## config.mk

```make
export PLATFORM = sky130hd
export DESIGN_NAME = sync_fifo_param
export DESIGN_NICKNAME = d
export VERILOG_FILES = /design/src/rtl/sync_fifo_param.sv
export SDC_FILE = /design/constraint.sdc
export NUM_CORES = 1
export LEC_CHECK = 0
export ABC_CLOCK_PERIOD_IN_PS = 3500
export CELL_PAD_IN_SITES_DETAIL_PLACEMENT = 1
export CELL_PAD_IN_SITES_GLOBAL_PLACEMENT = 1
export CORE_MARGIN = 3
export CORE_UTILIZATION = 50
export DETAILED_ROUTE_END_ITERATION = 6
export PLACE_DENSITY = 0.89
export SYNTH_ARGS = -nofsm -noshare
export SYNTH_HDL_FRONTEND = slang
export SYNTH_SLANG_ARGS = --single-unit
```

## constraint.sdc

```tcl
create_clock -name clock -period 3.5 [get_ports clock]
set_input_delay 0.7 -clock clock [delete_from_list [all_inputs] [get_ports clock]]
set_output_delay 0.7 -clock clock [all_outputs]
set_load 0.05 [all_outputs]
```

## src/rtl/sync_fifo_param.sv

```systemverilog
// Single-clock parametrised FIFO, first-word-fall-through read side.
// Optional sticky error flags: define SYNC_FIFO_STICKY_ERR_EN.
module sync_fifo_param #(
    parameter int WIDTH    = 16,
    parameter int DEPTH    = 8,
    parameter int AF_LEVEL = 6,
    parameter int AE_LEVEL = 1
) (
    input  logic                     clock,
    input  logic                     reset,
    input  logic                     wr_en,
    input  logic [WIDTH-1:0]         wr_data,
    input  logic                     rd_en,
    output logic [WIDTH-1:0]         rd_data,
    output logic                     rd_valid,
    output logic                     buffer_empty,
    output logic                     buffer_full,
    output logic                     almost_empty,
    output logic                     almost_full,
    output logic [$clog2(DEPTH):0]   fill_count,
    input  logic                     err_clr,
    output logic                     overflow,
    output logic                     underflow
);

    localparam int AW = $clog2(DEPTH);
    localparam int PW = AW + 1;

    localparam logic [PW-1:0] FULL_CNT = PW'(DEPTH);
    localparam logic [PW-1:0] AF_CNT   = PW'(AF_LEVEL);
    localparam logic [PW-1:0] AE_CNT   = PW'(AE_LEVEL);
    localparam logic [PW-1:0] ONE      = PW'(1);

    logic [WIDTH-1:0] mem [DEPTH];
    logic [PW-1:0]    wr_ptr;
    logic [PW-1:0]    rd_ptr;
    logic [PW-1:0]    count_q;
    logic             push;
    logic             pop;

    // A full FIFO still accepts a write when the head leaves in the same cycle
    assign pop  = rd_en & ~buffer_empty;
    assign push = wr_en & (~buffer_full | pop);

    // Pointer registers; extra MSB lets them wrap freely
    always_ff @(posedge clock or negedge reset) begin
        if (!reset) begin
            wr_ptr <= '0;
            rd_ptr <= '0;
        end else begin
            if (push) wr_ptr <= wr_ptr + ONE;
            if (pop)  rd_ptr <= rd_ptr + ONE;
        end
    end

    // Occupancy tracks push/pop; simultaneous push and pop leave it unchanged
    always_ff @(posedge clock or negedge reset) begin
        if (!reset) begin
            count_q <= '0;
        end else begin
            case ({push, pop})
                2'b10:   count_q <= count_q + ONE;
                2'b01:   count_q <= count_q - ONE;
                default: count_q <= count_q;
            endcase
        end
    end

    // Storage array; contents are deliberately not reset
    always_ff @(posedge clock) begin
        if (push) mem[wr_ptr[AW-1:0]] <= wr_data;
    end

    // Head of queue is presented combinationally (zero-cycle read)
    assign rd_data = mem[rd_ptr[AW-1:0]];

    // Status flags all decode the registered count so they cannot glitch
    assign fill_count   = count_q;
    assign buffer_empty = (count_q == '0);
    assign buffer_full  = (count_q == FULL_CNT);
    assign rd_valid     = ~buffer_empty;
    assign almost_empty = (count_q <= AE_CNT);
    assign almost_full  = (count_q >= AF_CNT);

`ifdef SYNC_FIFO_STICKY_ERR_EN
    logic ovf_q;
    logic unf_q;

    // Sticky errors; a new error in the clearing cycle keeps the flag set
    always_ff @(posedge clock or negedge reset) begin
        if (!reset) begin
            ovf_q <= 1'b0;
            unf_q <= 1'b0;
        end else begin
            if (wr_en & buffer_full & ~pop) ovf_q <= 1'b1;
            else if (err_clr)               ovf_q <= 1'b0;
            if (rd_en & buffer_empty)       unf_q <= 1'b1;
            else if (err_clr)               unf_q <= 1'b0;
        end
    end

    assign overflow  = ovf_q;
    assign underflow = unf_q;
`else
    logic unused_err_clr;

    // Error reporting compiled out; ports stay for a uniform footprint
    assign unused_err_clr = err_clr;
    assign overflow       = 1'b0;
    assign underflow      = 1'b0;
`endif

endmodule

```

==> flow_metrics.py, run 1 <==
metrics = {
    "grt": {
        "grt_usage": 0.200,
        "grt_max_degree": 22,
        "grt_pass1_wl_mm": 18.0,
        "antenna_found_initial": 0,
        "grt_pass1_vias": 2999,
        "grt-ovfl-total": 0,
    },
    "synth": {
        "synth_edf_count": 128,
        "postSynthCellCount": 251,
        "seq_area_frac_synth": 0.734,
        "yosysWarnings": 0,
        "ys_top_cells_by_count": "edfxtp_1, mux4_1, mux2_2",
        "yosysTopAreaCellShare": 0.690,
        "synth_top_family_by_area": "multiplexers",
        "synth_seq_cells": 138,
        "synth.most_common_cell": "edfxtp_1",
        "yosys.area.top_type": "edfxtp_1",
        "synthFlopType": "edfxtp_1",
        "syn_area_um2": 5570,
        "synthArstFlopShare": 0.0725,
        "synth_compound_area_frac": 0.00269,
        "muxShareOfSynthArea": 0.187,
        "synth_xor_area_frac": 0.0126,
        "synth.area.top_cells": "edfxtp_1, mux4_1, dfrtp_1",
        "synth_simple_gate_area_frac": 0.0267,
        "synthAdderAreaFrac": 0.0157,
        "avgSynthCellArea_um2": 22.2,
        "yosysUniqueCellTypes": 30,
    },
    "timing": {
        "setup-violations-final": 0,
        "relSlewSlack": 0.555,
        "drv_slew": 0,
        "finalHoldViolCount": 0,
        "tns_ps": 0,
        "tightest_slew_ps": 668,
        "period_needed_ps": 3370,
        "clock.fmax_ghz": 0.296,
        "rsz0062_at_grt": "no",
        "timing.clock.skew_ps": 12.7,
        "fin_crit_sh": 0.964,
    },
    "clock_tree": {
        "cts_setup_buffers": 0,
        "clkTransAtPathRegs_ps": 60,
        "hold_buffers": 0,
        "cts_tree": "built",
        "root_buffer": "clkbuf_8",
        "post_cts_resized": 1,
        "numCtsBuffers": 17,
        "clk_latency_ps": 520,
        "htree_num_levels": 4,
        "numClockSinks": 138,
        "cts_buffer_depth": 2,
    },
    "finish": {
        "syn_to_final_growth_pct": 21.3,
        "drive_gt1_frac": 0.255,
        "post-route-cell-area_um2": 6760,
        "diodes": 0,
        "fin_nets": 347,
    },
    "critical_path": {
        "startpoint": "fill_count[0]",
        "critPathKind": "register to primary output",
        "startpoint_type": "register",
        "r2r_slack_ps": 1020,
        "crit_chain": "inv_1 > ha_1 > or3b_2 > clkdlybuf4s50_1",
        "r2r-start": "fill_count[0]",
        "cp.depth": 4,
        "worst-path-max-fanout": 7,
        "cp-end-kind": "primary output",
        "cp.buffers_inverters": 2,
        "cp_slowest_cell": "clkdlybuf4s50_1",
        "cp_top_family": "buffers and inverters",
        "cp.required_ps": 2800,
        "rr_worst_depth": 9,
        "cp_slowest_stage_delay_ps": 740,
        "crit_arrival_ps": 2670,
        "endpoint": "rd_valid",
        "reg2reg_to": "fill_count[3]",
    },
    "floorplanning": {
        "die_w_um": 112,
        "core_area_um2": 10600,
        "start_util": 0.526,
        "rows": 37,
        "ioPinCount": 48,
        "die-area_um2": 12500,
        "fp.dieH_um": 112,
    },
    "placement": {
        "hpwl_mm": 7.39,
        "port-buffer-count": 44,
        "place_congestion": 0.689,
        "place_area_um2": 6190,
    },
    "route": {
        "wl_per_cell_um": 25.5,
        "drc": 0,
        "detail-route-antenna-nets": 0,
        "viasPerCell": 5.73,
        "dr.pass1.iters": 4,
        "num_vias": 2672,
        "drt_iter0_markers": 165,
        "wl_mm": 11.9,
    },
    "power": {
        "max-vdd-ir-drop_v": 0.000583,
        "p_leak_nw": 2.39,
        "power_per_cell_area_nw_per_um2": 960,
    },
    "min_path": {
        "min_path_type": "primary input to asynchronous set/reset pin",
    },
    "run": {
        "maxCapViolations": 0,
    },
    "run_status": {
        "status": "finished, final reports clean",
    },
}
cells in the final DEF (no fill, tap or decap), types with 6 or more instances in the layout:
cell / instances
ha_1: 7
mux4_1: 29
mux2_2: 18
buf_4: 31
xnor2_1: 6
dfrtp_1: 10
clkbuf_16: 16
nor2_1: 8
clkdlybuf4s50_1: 27
edfxtp_1: 128
layer usage:
metal,up-vias,share of wire,GRT usage
met3,14,0.034,0.0451
met1,1415,0.42,0.246
met2,62,0.53,0.349
met5,-,0,0
li1,1181,-,-
met4,0,0.015,0.0714
report_power, final:
| group | leakage [nW] | total, W | switching [W] | internal (W) |
|---|---|---|---|---|
| combinational | 0.844 | 0.00248 | 0.00150 | 0.000977 |
| sequential | 1.28 | 0.00230 | 0.000202 | 0.00210 |
| clock | 0.270 | 0.00171 | 0.000638 | 0.00107 |
| total | 2.39 | 0.00649 | 0.00234 | 0.00415 |
how the worst min path moves through the flow:
stage | startpoint | end | slack, ps
after floorplan | reset | fill_count[0] | 400
after global placement | wr_ptr[0] | wr_ptr[0] | 510
after detailed placement | wr_ptr[0] | wr_ptr[0] | 520
after CTS | reset | fill_count[1] | 490
after global routing | reset | fill_count[3] | 530
final | reset | fill_count[1] | 500
flip-flops by register name, indices dropped and copies added, names as in the netlist:
signal	count
mem	128
fill_count	4
rd_ptr	3
wr_ptr	3
final cells by class:
type	instances	area [um^2]
Clock buffer	18	418
Clock inverter	12	153
Inverter	4	15.0
Fill cell	878	3840
Multi-Input combinational cell	98	1380
Tap cell	136	170
Timing Repair Buffer	60	532
Sequential cell	138	4090
worst register-to-register path: stages, from the launching register on:
cell	delay (ps)
dfrtp_1	460
inv_1	150
ha_1	270
or3b_2	540
nand2_1	170
inv_1	70
ha_1	240
nand4b_1	190
a21oi_1	170
xor2_1	150
metrics by stage:
stage / power (W) / hold WS (ps) / instances / utilization / setup WS [ps]
after floorplan: 0.00405 / 404 / 252 / - / 551
after global placement: 0.00468 / 505 / 436 / 0.584 / 626
after CTS: 0.00656 / 490 / 466 / 0.638 / 110
after detailed placement: 0.00482 / 520 / 436 / 0.584 / 559
after global routing: 0.00676 / 530 / 466 / 0.638 / 52.6
final: 0.00649 / 496 / 466 / 0.638 / 125
cells by family after synthesis:
kind of cell | after synthesis
AOI/OAI and AO/OA | 3
xor gates and xnor gates | 8
adders and majority gates | 7
buffers and inverters | 16
DFF | 138
muxes | 51
other | 1
and+or+nand+nor | 27
(Power assumes the default switching activity.)
==> run 2: changes to the inputs <==
--- a/config.mk
+++ b/config.mk
@@ -6,6 +6,7 @@
 export NUM_CORES = 1
 export LEC_CHECK = 0
 export ABC_CLOCK_PERIOD_IN_PS = 3500
+export CAP_MARGIN = 30
 export CELL_PAD_IN_SITES_DETAIL_PLACEMENT = 1
 export CELL_PAD_IN_SITES_GLOBAL_PLACEMENT = 1
 export CORE_MARGIN = 3
==> results of run 2 <==
Final layout, timing and power as in run 1 (identical DEF).
==> run 3: changes to the inputs <==
--- a/config.mk
+++ b/config.mk
@@ -12,6 +12,7 @@
 export CORE_MARGIN = 3
 export CORE_UTILIZATION = 50
 export DETAILED_ROUTE_END_ITERATION = 6
+export MAX_ROUTING_LAYER = met4
 export PLACE_DENSITY = 0.89
 export SYNTH_ARGS = -nofsm -noshare
 export SYNTH_HDL_FRONTEND = slang
==> flow_metrics.py, run 3 (synthesis gave the netlist of run 1 again) <==
metrics = {
    "run_status": {
        "status": "finished, final reports clean",
    },
    "finish": {
        "ff_latch_area_um2": 4090,
        "mostFrequentLayoutCell": "edfxtp_1",
        "drive_gt1_frac": 0.255,
        "fin_nets": 347,
        "multi_input_area_um2": 1380,
        "n_fill_cell": 878,
        "mostFrequentLayoutCells": "edfxtp_1, buf_4, mux4_1",
        "diodes": 0,
        "syn_to_final_growth_pct": 21.3,
        "final_util": 0.638,
        "largest_register_ffs": 128,
    },
    "floorplanning": {
        "rows": 37,
        "fp.dieH_um": 112,
        "ioPinCount": 48,
        "die-area_um2": 12500,
        "die_w_um": 112,
        "core_area_um2": 10600,
        "start_util": 0.526,
    },
    "clock_tree": {
        "clkTransAtPathRegs_ps": 60,
        "numClockSinks": 138,
        "clk_latency_ps": 510,
        "post_cts_resized": 1,
        "cts_tree": "built",
        "hold_buffers": 0,
        "cts_setup_buffers": 0,
        "numCtsBuffers": 17,
        "root_buffer": "clkbuf_8",
        "htree_num_levels": 4,
        "cts_buffer_depth": 2,
    },
    "placement": {
        "place_congestion": 0.697,
        "port-buffer-count": 44,
        "hpwl_mm": 7.39,
        "pre_cts_ws_ps": 559,
    },
    "grt": {
        "grt-ovfl-total": 0,
        "grt_pass1_vias": 2994,
        "antenna_found_initial": 0,
        "grt_pass1_wl_mm": 18.0,
        "grt_usage": 0.206,
        "grt_max_degree": 22,
    },
    "min_path": {
        "min_path_type": "primary input to asynchronous set/reset pin",
    },
    "route": {
        "wl_per_cell_um": 25.5,
        "num_vias": 2715,
        "drt_iter0_markers": 136,
        "detail-route-antenna-nets": 0,
        "dr.pass1.iters": 4,
        "viasPerCell": 5.83,
        "drc": 0,
        "wl_mm": 11.9,
    },
    "timing": {
        "finalHoldViolCount": 0,
        "tns_ps": 0,
        "timing.clock.skew_ps": 10.1,
        "clock.fmax_ghz": 0.299,
        "whs_ps": 501,
        "setup-violations-final": 0,
        "relSlewSlack": 0.546,
        "worst_slack_ps": 150,
        "drv_slew": 0,
        "rsz0062_at_grt": "no",
        "tightest_slew_ps": 681,
        "fin_crit_sh": 0.957,
        "period_needed_ps": 3350,
    },
    "power": {
        "p_leak_nw": 2.39,
        "max-vdd-ir-drop_v": 0.000583,
        "power_per_cell_area_nw_per_um2": 960,
    },
    "critical_path": {
        "cp_slowest_cell": "clkdlybuf4s50_1",
        "crit_chain": "inv_1 > ha_1 > or3b_2 > clkdlybuf4s50_1",
        "worst-path-max-fanout": 7,
        "startpoint_type": "register",
        "crit_arrival_ps": 2650,
        "cp_slowest_stage_delay_ps": 740,
        "cp-end-kind": "primary output",
        "cp.required_ps": 2800,
        "critPathKind": "register to primary output",
    },
    "run": {
        "maxCapViolations": 0,
    },
}
run 3: cell counts in the layout (fill, tap and decap cells not counted):
No cell type changed its count.
run 3: critical path, delay by kind of cell (launching register included):
family	cells	cell delay, ps
adder cells (fa/ha/maj)	1	260
buffers and inverters	2	890
flip-flops	1	460
AND/OR/NAND/NOR	1	530
run 3: path summary, 6_finish.rpt:
kind                                  to           from  slack [ps]  cells past startpoint
min in group clock             wr_ptr[0]      wr_ptr[0]         540                      1
min reg2reg                    wr_ptr[0]      wr_ptr[0]         540                      1
max                             rd_valid  fill_count[0]         150                      4
min                        fill_count[1]          reset         500                      1
max reg2reg                fill_count[3]  fill_count[0]        1030                      9
max in group asynchronous      wr_ptr[2]          reset        2690                      1
run 3: metrics by stage:
| step | std cells | power, W | instance area (um^2) |
|---|---|---|---|
| final | 466 | 0.00649 | 6760 |
| after global routing | 466 | 0.00676 | 6760 |
| after CTS | 466 | 0.00656 | 6760 |
| after detailed placement | 436 | 0.00482 | 6190 |
| after global placement | 436 | 0.00468 | 6190 |
| after floorplan | 252 | 0.00405 | 5580 |
run 3: layout make-up:
type,instances,share of cell area
clock buffers,18,0.0618
repair buffers,60,0.0786
multi-input cells,98,0.204
flip-flops and latches,138,0.605
well taps,136,0.0252
clock inverters,12,0.0226
inverters,4,0.00222
run 3: power by group:
| part | leakage, nW | total, W | internal, W | switching (W) |
|---|---|---|---|---|
| Sequential | 1.28 | 0.00230 | 0.00210 | 0.000204 |
| Clock | 0.270 | 0.00171 | 0.00107 | 0.000635 |
| Combinational | 0.844 | 0.00248 | 0.000977 | 0.00150 |
| Total | 2.39 | 0.00649 | 0.00415 | 0.00234 |
run 3: metal layers:
metal	GRT usage	wire, um	vias up
met5	-	0	-
met4	0.0714	166	0
li1	-	-	1182
met3	0.0451	387	14
met1	0.249	5040	1441
met2	0.347	6310	78
